$ cat src/rtl/delay_arbiter_pkg.sv
// Shared constants and the round-robin pick helper for the delay arbiter.
package delay_arbiter_pkg;

  localparam int NUM_REQ_DEF = 4;
  localparam int DEPTH_DEF   = 3;
  localparam int WIDTH_DEF   = 8;
  localparam int RR_MAX      = 16;

  typedef struct packed {
    logic       found;
    logic [3:0] index;
  } rr_pick_t;

  // Scans modulo RR_MAX; callers zero-pad unused request bits, which makes the
  // result identical to a modulo-NUM_REQ scan.
  function automatic rr_pick_t rr_pick(input logic [RR_MAX-1:0] req, input logic [3:0] ptr);
    rr_pick_t   res;
    logic [3:0] idx;
    res = '0;
    for (int i = 0; i < RR_MAX; i++) begin
      idx = ptr + 4'(i);
      if (!res.found && req[idx]) begin
        res.found = 1'b1;
        res.index = idx;
      end
    end
    return res;
  endfunction

endpackage

$ cat src/rtl/delay_arbiter_pipe.sv
// Fixed-latency shift register of {valid, tag, data} with in-flight popcount.
module delay_arbiter_pipe
  import delay_arbiter_pkg::*;
#(
  parameter int DEPTH = DEPTH_DEF,
  parameter int TAGW  = 2,
  parameter int WIDTH = WIDTH_DEF,
  localparam int CNTW = $clog2(DEPTH + 1)
) (
  input  logic             i_clk,
  input  logic             i_rst,
  input  logic             i_flush,
  input  logic             i_valid,
  input  logic [TAGW-1:0]  i_tag,
  input  logic [WIDTH-1:0] i_data,
  output logic             o_valid,
  output logic [TAGW-1:0]  o_tag,
  output logic [WIDTH-1:0] o_data,
  output logic [CNTW-1:0]  o_count
);

  logic [DEPTH-1:0] valid_q, valid_d;
  logic [TAGW-1:0]  tag_q  [DEPTH];
  logic [TAGW-1:0]  tag_d  [DEPTH];
  logic [WIDTH-1:0] data_q [DEPTH];
  logic [WIDTH-1:0] data_d [DEPTH];

  always_comb begin
    valid_d   = '0;
    tag_d     = '{default: '0};
    data_d    = '{default: '0};
    valid_d[0] = i_valid;
    tag_d[0]   = i_tag;
    data_d[0]  = i_data;
    for (int i = 1; i < DEPTH; i++) begin
      valid_d[i] = valid_q[i-1];
      tag_d[i]   = tag_q[i-1];
      data_d[i]  = data_q[i-1];
    end
    if (i_flush) valid_d = '0;
  end

  always_ff @(posedge i_clk) begin
    if (i_rst) begin
      valid_q <= '0;
      tag_q   <= '{default: '0};
      data_q  <= '{default: '0};
    end else begin
      valid_q <= valid_d;
      tag_q   <= tag_d;
      data_q  <= data_d;
    end
  end

  always_comb begin
    o_count = '0;
    for (int i = 0; i < DEPTH; i++) o_count = o_count + CNTW'(valid_q[i]);
  end

  assign o_valid = valid_q[DEPTH-1];
  assign o_tag   = tag_q[DEPTH-1];
  assign o_data  = data_q[DEPTH-1];

endmodule

$ cat src/rtl/delay_arbiter.sv
// Round-robin arbiter feeding one shared fixed-latency delay pipeline;
// each beat returns DEPTH cycles later tagged with its requester index.
module delay_arbiter
  import delay_arbiter_pkg::*;
#(
  parameter int NUM_REQ = NUM_REQ_DEF,
  parameter int DEPTH   = DEPTH_DEF,
  parameter int WIDTH   = WIDTH_DEF,
  localparam int TAGW   = (NUM_REQ > 1) ? $clog2(NUM_REQ) : 1,
  localparam int CNTW   = $clog2(DEPTH + 1)
) (
  input  logic                     i_clk,
  input  logic                     i_rst,
  input  logic                     i_flush,
  input  logic [NUM_REQ-1:0]       i_req,
  input  logic [NUM_REQ*WIDTH-1:0] i_data,
  output logic [NUM_REQ-1:0]       o_gnt,
  output logic [NUM_REQ-1:0]       o_valid,
  output logic [WIDTH-1:0]         o_data,
  output logic [TAGW-1:0]          o_tag,
  output logic [CNTW-1:0]          o_inflight
);

  logic [TAGW-1:0]  ptr_q, ptr_d;
  rr_pick_t         pick;
  logic [TAGW-1:0]  gnt_idx;
  logic             accept;
  logic [WIDTH-1:0] acc_data;
  logic             last_valid;
  logic [TAGW-1:0]  last_tag;
  logic [WIDTH-1:0] last_data;

  always_comb begin
    pick     = rr_pick(RR_MAX'(i_req), 4'(ptr_q));
    gnt_idx  = TAGW'(pick.index);
    accept   = pick.found & ~i_flush & ~i_rst;
    o_gnt    = accept ? (NUM_REQ'(1) << gnt_idx) : '0;
    acc_data = i_data[gnt_idx*WIDTH +: WIDTH];
    ptr_d    = ptr_q;
    if (accept) ptr_d = (gnt_idx == TAGW'(NUM_REQ - 1)) ? '0 : gnt_idx + TAGW'(1);
  end

  always_ff @(posedge i_clk) begin
    if (i_rst) ptr_q <= '0;
    else       ptr_q <= ptr_d;
  end

  delay_arbiter_pipe #(
    .DEPTH (DEPTH),
    .TAGW  (TAGW),
    .WIDTH (WIDTH)
  ) u_pipe (
    .i_clk   (i_clk),
    .i_rst   (i_rst),
    .i_flush (i_flush),
    .i_valid (accept),
    .i_tag   (gnt_idx),
    .i_data  (acc_data),
    .o_valid (last_valid),
    .o_tag   (last_tag),
    .o_data  (last_data),
    .o_count (o_inflight)
  );

  // Tag and data are masked so idle cycles present clean zeros downstream.
  assign o_valid = last_valid ? (NUM_REQ'(1) << last_tag) : '0;
  assign o_tag   = last_valid ? last_tag  : '0;
  assign o_data  = last_valid ? last_data : '0;

endmodule

$ cat config.mk
export PLATFORM = sky130hd
export DESIGN_NAME = delay_arbiter
export DESIGN_NICKNAME = d
export VERILOG_FILES = /design/src/rtl/delay_arbiter_pkg.sv /design/src/rtl/delay_arbiter_pipe.sv /design/src/rtl/delay_arbiter.sv
export SDC_FILE = /design/constraint.sdc
export NUM_CORES = 1
export LEC_CHECK = 0
export ABC_AREA = 1
export BUFFER_PORTS_ARGS = -buffer_cell sky130_fd_sc_hd__buf_2
export CORE_MARGIN = 4
export CORE_UTILIZATION = 54
export DETAILED_ROUTE_END_ITERATION = 7
export GPL_TIMING_DRIVEN = 0
export HOLD_SLACK_MARGIN = 0.1
export PLACE_DENSITY = 0.91
export SETUP_SLACK_MARGIN = 0.3
export SLEW_MARGIN = 20
export SYNTH_ARGS = -nofsm -noshare
export SYNTH_HDL_FRONTEND = slang
export SYNTH_SLANG_ARGS = --single-unit
export TNS_END_PERCENT = 10
$ cat constraint.sdc
create_clock -name i_clk -period 5.5 [get_ports i_clk]
set_input_delay 0.55 -clock i_clk [delete_from_list [all_inputs] [get_ports i_clk]]
set_output_delay 0.55 -clock i_clk [all_outputs]
set_load 0.01 [all_outputs]
==> flow_summary.json, run 1 <==
{
  "fin_area_sq_um": 2201,
  "dp.final_hpwl_mm": 2.935,
  "diodes": 0,
  "slew_viol_final": 0,
  "clockBufferDepth": 2,
  "cp_max_fo": 9,
  "cts.hold.buffers_added": 0,
  "cts_tree": "built",
  "grt-ovfl-total": 0,
  "avgSynthCellArea_sq_um": 6.556,
  "setup_violations": 0,
  "grt_pass1_vias": 1504,
  "worst_slew_pin_slew_ns": 0.4653,
  "initial_core_util_pct": 57.64,
  "synth-simple-area-share_pct": 37.68,
  "maxCapViolCount": 0,
  "drive_gt1_share_pct": 25.59,
  "ir_drop_uv": 308.3,
  "htree_levels": 2,
  "syn_inst": 275,
  "cts_inserted_buffers": 5,
  "fin_nets": 381,
  "fillCellCount": 263,
  "place_congestion": 0.8177,
  "first_pass_iters": 4,
  "fmax_mhz": 282.3,
  "wl_mm": 3.845,
  "final_common_cell": "nand2_1",
  "io_pins": 59,
  "synth_compound_area_share_pct": 5.274,
  "antenna_found_initial": 0,
  "hold_violations": 0,
  "fin_tns_setup_ns": 0,
  "area_delta_synth_final_pct": 22.07,
  "drt.antenna.violating_nets": 0,
  "synth-seq-cells": 35,
  "clock_sinks": 35,
  "portBuffers": 57,
  "synth-xor-area-share_pct": 0,
  "grt_max_degree": 13,
  "dieWidth_microns": 65.78,
  "drt_iter0_markers": 73,
  "path_delay_family": "simple AND/OR/NAND/NOR gates",
  "rows": 20,
  "final_cell_mix": "62 x nand2_1, 59 x inv_1, 59 x buf_2, 36 x nor2_1, 35 x dfxtp_1",
  "status": "finished clean",
  "drc": 0,
  "post_cts_buffers": 0,
  "syn-cell-area_sq_um": 1803,
  "synth_warnings": 0,
  "viasPerCell": 4.625,
  "die_h_microns": 65.78,
  "synthAdderAreaFrac_pct": 2.498,
  "grt.total_usage_pct": 18.58,
  "power_density_nw_per_um2": 453.2,
  "crit_arrival_ns": 2.99,
  "cp_slowest_stage_delay_ns": 0.53,
  "cts_resized": 0,
  "path_buf_inv": 4,
  "placed_cell_area_sq_um": 2143,
  "grt_pass1_wl_mm": 6.223,
  "rsz0062_at_grt": "false",
  "min_path_type": "register to register",
  "muxShareOfSynthArea_pct": 0,
  "yosysUniqueCellTypes": 27,
  "skew_ns": 0.008621,
  "crit_chain": "inv_4 > ha_1 > inv_1 > nand3_1 > nand3_2 > nand2_2 > a21oi_1 > nand2_1 > nand2_1 > nor2_4 > nand2_4 > nor2_1 > inv_1 > nor2_1 > buf_2",
  "synth_top_family_by_area": "simple AND/OR/NAND/NOR gates",
  "core-area_sq_um": 3128,
  "clk_pin_slew_worst_paths_ns": 0.11,
  "finalCritPeriodShare_pct": 64.41,
  "cp.required_ns": 4.95,
  "slowest_stage": "dfxtp_1",
  "p_total_mw": 0.9975,
  "die-area_sq_um": 4327,
  "critPathKind": "register to output port",
  "wl_per_cell_microns": 10.01,
  "vias": 1776,
  "endpoint_kind": "output port",
  "synth_seq_area_share_pct": 38.86,
  "syn-num-nets": 317,
  "timing.hold.ws_ns": 0.4044,
  "ctsRootBufferMaster": "clkbuf_4",
  "slew_headroom_pct": 68.98,
  "setup.worst_path.start_class": "register",
  "leakagePower_nw": 1.250,
  "r2r_slack_ns": 2.82,
  "period_needed_ns": 3.543,
  "worstSkewPairLatency_ns": 0.34
}
## routing by layer
layer / vias to the layer above / share of wire (%) / routed length [microns] / GRT usage [%]
met5: - / 0 / 0 / 0
met4: 0 / 1.8 / 70 / 9.326
met3: 7 / 6.3 / 242 / 3.571
met2: 56 / 50 / 1917 / 31.66
met1: 765 / 42 / 1615 / 22.05
li1: 948 / - / - / -
## stage by stage
step	util (%)	std cells	worst slack [ns]
6_report	70.36	384	1.957
3_3_place_gp	68.52	376	2.408
4_1_cts	70.36	384	1.985
3_5_place_dp	68.52	376	2.380
5_1_grt	70.36	384	1.678
2_1_floorplan	-	275	2.772
## worst reg2reg max path, stage by stage (launching register included)
cell and delay, ns:
dfxtp_1 0.53, inv_4 0.13, ha_1 0.41, inv_1 0.10, nand3_1 0.13, nand3_2 0.13
nand2_2 0.13, a21oi_1 0.05, nand2_1 0.06, nand2_1 0.08, nor2_4 0.26, buf_2 0.28
nand3_1 0.11, nand2_1 0.08, nand2_1 0.06, a21oi_2 0.10
## power by group
group | internal, mW | switching, mW | leakage [nW]
sequential | 0.314 | 0.0227 | 0.287
combinational | 0.185 | 0.340 | 0.935
clock | 0.0488 | 0.0872 | 0.0272
total | 0.547 | 0.450 | 1.25
## final timing paths
path / from / end / cells after the start
max: ptr_q[0]$_SDFFE_PP0P_ / o_gnt[2] / 15
min: u_pipe.data_d[13]$_SDFF_PP0_ / u_pipe.data_d[5]$_SDFF_PP0_ / 2
max reg2reg: ptr_q[0]$_SDFFE_PP0P_ / u_pipe.data_d[12]$_SDFF_PP0_ / 15
min reg2reg: u_pipe.data_d[13]$_SDFF_PP0_ / u_pipe.data_d[5]$_SDFF_PP0_ / 2
## layout make-up
type	instances	area, sq um	share of cell area (%)
Tap cell	44	55.05	2.501
Timing Repair Buffer	57	285.3	12.96
Sequential cell	35	700.7	31.84
Clock buffer	5	37.54	1.706
Multi-Input combinational cell	169	819.5	37.24
Clock inverter	3	20.02	0.9096
Inverter	62	235.2	10.69
Buffer	9	47.55	2.160
## cell families after synthesis
family	count (synthesis)
compound gates	17
fa+ha+maj	3
buf+inv	71
flops	35
simple gates	149
## sequential cells by signal, indices dropped and copies added, names as in the netlist
| register | flops |
|---|---|
| ptr_q | 2 |
| u_pipe.data_d | 16 |
| u_pipe.o_data | 8 |
| u_pipe.o_tag | 2 |
| u_pipe.tag_d | 4 |
| u_pipe.valid_q | 3 |
## cell usage after synthesis, drive strengths merged
cell | instances | share of area [%]
nand3 | 35 | 11
dfxtp | 35 | 39
nand2 | 69 | 16
fa | 1 | 1.1
nor3 | 2 | 0.56
buf | 4 | 1.6
ha | 2 | 1.4
a21oi | 13 | 4.0
inv | 62 | 13
nand4 | 2 | 0.69
o21ai | 3 | 0.83
clkbuf | 5 | 1.0
a21boi | 1 | 0.42
nand3b | 1 | 0.42
nor2 | 40 | 9.7
Note: power is estimated with default switching activity, not from simulation.
==> inputs of run 2 (changes only) <==
--- a/config.mk
+++ b/config.mk
@@ -8,11 +8,11 @@
 export ABC_AREA = 1
 export BUFFER_PORTS_ARGS = -buffer_cell sky130_fd_sc_hd__buf_2
 export CORE_MARGIN = 4
-export CORE_UTILIZATION = 54
+export CORE_UTILIZATION = 45
 export DETAILED_ROUTE_END_ITERATION = 7
 export GPL_TIMING_DRIVEN = 0
 export HOLD_SLACK_MARGIN = 0.1
-export PLACE_DENSITY = 0.91
+export PLACE_DENSITY = 0.82
 export SETUP_SLACK_MARGIN = 0.3
 export SLEW_MARGIN = 20
 export SYNTH_ARGS = -nofsm -noshare
==> constraint.sdc (replaced) <==
create_clock -name i_clk -period 2.9 [get_ports i_clk]
set_input_delay 0.29 -clock i_clk [delete_from_list [all_inputs] [get_ports i_clk]]
set_output_delay 0.29 -clock i_clk [all_outputs]
set_load 0.01 [all_outputs]
==> flow_summary.json, run 2 (synthesis gave the netlist of run 1 again) <==
{
  "status": "finished clean",
  "grt_pass1_wl_mm": 7.734,
  "die_h_microns": 71.30,
  "power_density_nw_per_um2": 996.3,
  "r2r_slack_ns": 0.47,
  "cp_slowest_stage_delay_ns": 0.39,
  "p_int_mw": 1.483,
  "rsz0062_at_grt": "true",
  "clockBufferDepth": 2,
  "power_switching_mw": 1.106,
  "rows": 22,
  "antenna_found_initial": 0,
  "wl_mm": 5.079,
  "grt-ovfl-total": 0,
  "wl_per_cell_microns": 12.45,
  "fin_tns_setup_ns": 0,
  "critPathKind": "register to output port",
  "min_from": "i_flush",
  "grt_max_degree": 13,
  "viasPerCell": 4.792,
  "p_comb_share_pct": 58.3,
  "timing.rr.start": "ptr_q[0]$_SDFFE_PP0P_",
  "finalCritPeriodShare_pct": 93.26,
  "dieWidth_microns": 71.30,
  "cts_inserted_buffers": 5,
  "worstSkewPairLatency_ns": 0.29,
  "drt.antenna.violating_nets": 0,
  "path_delay_family": "simple AND/OR/NAND/NOR gates",
  "multi_input_area_sq_um": 963.4,
  "drt_iter0_markers": 128,
  "vias": 1955,
  "crit_arrival_ns": 2.41,
  "hold_depth": 4,
  "portBuffers": 57,
  "setup_violations": 0,
  "hold_violations": 0,
  "first_pass_iters": 5,
  "drive_gt1_share_pct": 36.39,
  "sw_frac_of_total_pct": 42.71,
  "rr_worst_depth": 15,
  "io_pins": 59,
  "maxCapViolCount": 0,
  "clkPwrFrac_pct": 16.8,
  "holdPathEnd": "u_pipe.valid_q[2]$_SDFF_PP0_",
  "leakagePower_nw": 1.421,
  "clock_sinks": 35,
  "diodes": 0,
  "area_delta_synth_final_pct": 44.14,
  "final_common_cell": "nand2_1",
  "fillCellCount": 288,
  "cp_max_fo": 4,
  "crit_chain": "clkinv_8 > ha_4 > inv_4 > nand3_4 > nand3_4 > buf_6 > buf_6 > nor2_4 > o21ai_1 > nand2_1 > nor2_4 > nand2_4 > nor2_4 > inv_1 > nor2_4 > buf_2",
  "worst_slew_pin_slew_ns": 0.4956,
  "drc": 0,
  "fin_nets": 401,
  "crit_cells": 16,
  "cts_tree": "built",
  "fmax_mhz": 369.7,
  "htree_levels": 2,
  "die-area_sq_um": 5083,
  "power_frac_seq_pct": 24.9,
  "fin_ws_ns": 0.1954,
  "endpoint_kind": "output port",
  "ir_drop_uv": 700.2,
  "r2r_end": "u_pipe.data_d[13]$_SDFF_PP0_",
  "ctsRootBufferMaster": "clkbuf_8",
  "clk_pin_slew_worst_paths_ns": 0.07,
  "skew_ns": 0.009072,
  "register_area_sq_um": 708.2,
  "grt.total_usage_pct": 19.01,
  "post-place-ws_ns": 0.001085,
  "core-area_sq_um": 3771,
  "slowest_stage": "dfxtp_4",
  "period_needed_ns": 2.705,
  "dp.final_hpwl_mm": 2.963,
  "timing.hold.ws_ns": 0.2804,
  "slew_headroom_pct": 66.96,
  "final_cell_mix": "60 x nand2_1, 58 x buf_2, 56 x inv_1, 33 x dfxtp_1, 29 x nor2_1",
  "place_congestion": 0.7901,
  "path_buf_inv": 6,
  "setup.worst_path.start_class": "register",
  "min_path_type": "input pin to register",
  "cp.required_ns": 2.61,
  "largest_reg_flops": 16,
  "slew_viol_final": 0,
  "initial_core_util_pct": 47.81,
  "grt_pass1_vias": 1745,
  "crit_top_cell": "nor2_4"
}
## run 2: cell types whose count changed in the layout (fill, tap and decap cells not counted), moves of 4 or more
cell | before | now
buf_4 | 1 | 17
clkbuf_8 | 0 | 5
nand3_1 | 33 | 26
nor2_4 | 3 | 10
buf_6 | 1 | 6
clkbuf_4 | 5 | 0
nor2_1 | 36 | 29
nand3_2 | 1 | 5
## run 2: layout make-up
cell class / count / area share (%)
Buffer: 9 / 1.974
Clock buffer: 5 / 2.648
Clock inverter: 3 / 1.685
Inverter: 62 / 9.629
Multi-Input combinational cell: 169 / 37.07
Sequential cell: 35 / 27.25
Tap cell: 48 / 2.311
Timing Repair Buffer: 77 / 17.43
## run 2: how the worst max path moves through the flow
stage	start	endpoint	slack [ns]
finish	ptr_q[0]$_SDFFE_PP0P_	o_gnt[2]	0.20
global route	ptr_q[0]$_SDFFE_PP0P_	o_gnt[1]	0.11
CTS	ptr_q[0]$_SDFFE_PP0P_	o_gnt[2]	0.29
detailed placement	ptr_q[0]$_SDFFE_PP0P_	o_gnt[1]	0.001
global placement	ptr_q[0]$_SDFFE_PP0P_	o_gnt[1]	0.06
floorplan	ptr_q[0]$_SDFFE_PP0P_	o_gnt[1]	0.43
## run 2: power groups by stage
| stage | sequential [mW] | combinational [mW] | clock, mW |
|---|---|---|---|
| finish | 0.644 | 1.51 | 0.436 |
| global route | 0.654 | 1.65 | 0.455 |
| CTS | 0.647 | 1.25 | 0.435 |
| detailed placement | 0.650 | 0.978 | 0 |
| global placement | 0.646 | 0.954 | 0 |
| floorplan | 0.638 | 0.775 | 0 |
## run 2: stage by stage
| step | area (sq um) | power (mW) | instances | util, % |
|---|---|---|---|---|
| 2_1_floorplan | 1803 | 1.414 | 275 | - |
| 3_3_place_gp | 2148 | 1.599 | 380 | 56.97 |
| 3_5_place_dp | 2148 | 1.628 | 380 | 56.97 |
| 4_1_cts | 2456 | 2.331 | 403 | 65.13 |
| 5_1_grt | 2599 | 2.759 | 408 | 68.91 |
| 6_report | 2599 | 2.589 | 408 | 68.91 |
## run 2: tightest hold or removal path: cells and delay by family
| kind | cells | cell delay, ns |
|---|---|---|
| buffers and inverters | 2 | 0.13 |
| and+or+nand+nor | 2 | 0.11 |
## run 2: layer usage
layer,vias up,wire length [microns],global-route usage [%]
li1,984,-,-
met1,863,1980,21.07
met2,95,2625,33.57
met3,13,339,3.927
met4,0,133,10.65
met5,-,0,0
## run 2: repair_timing
action | CTS | global route
hold endpoints to repair | 0 | 0
setup buffers | 15 | 5
cloned | 0 | 0
resized for setup | 26 | 24
setup endpoints to repair | 13 | 4
hold buffers | 0 | 0
pin swaps | 15 | 14
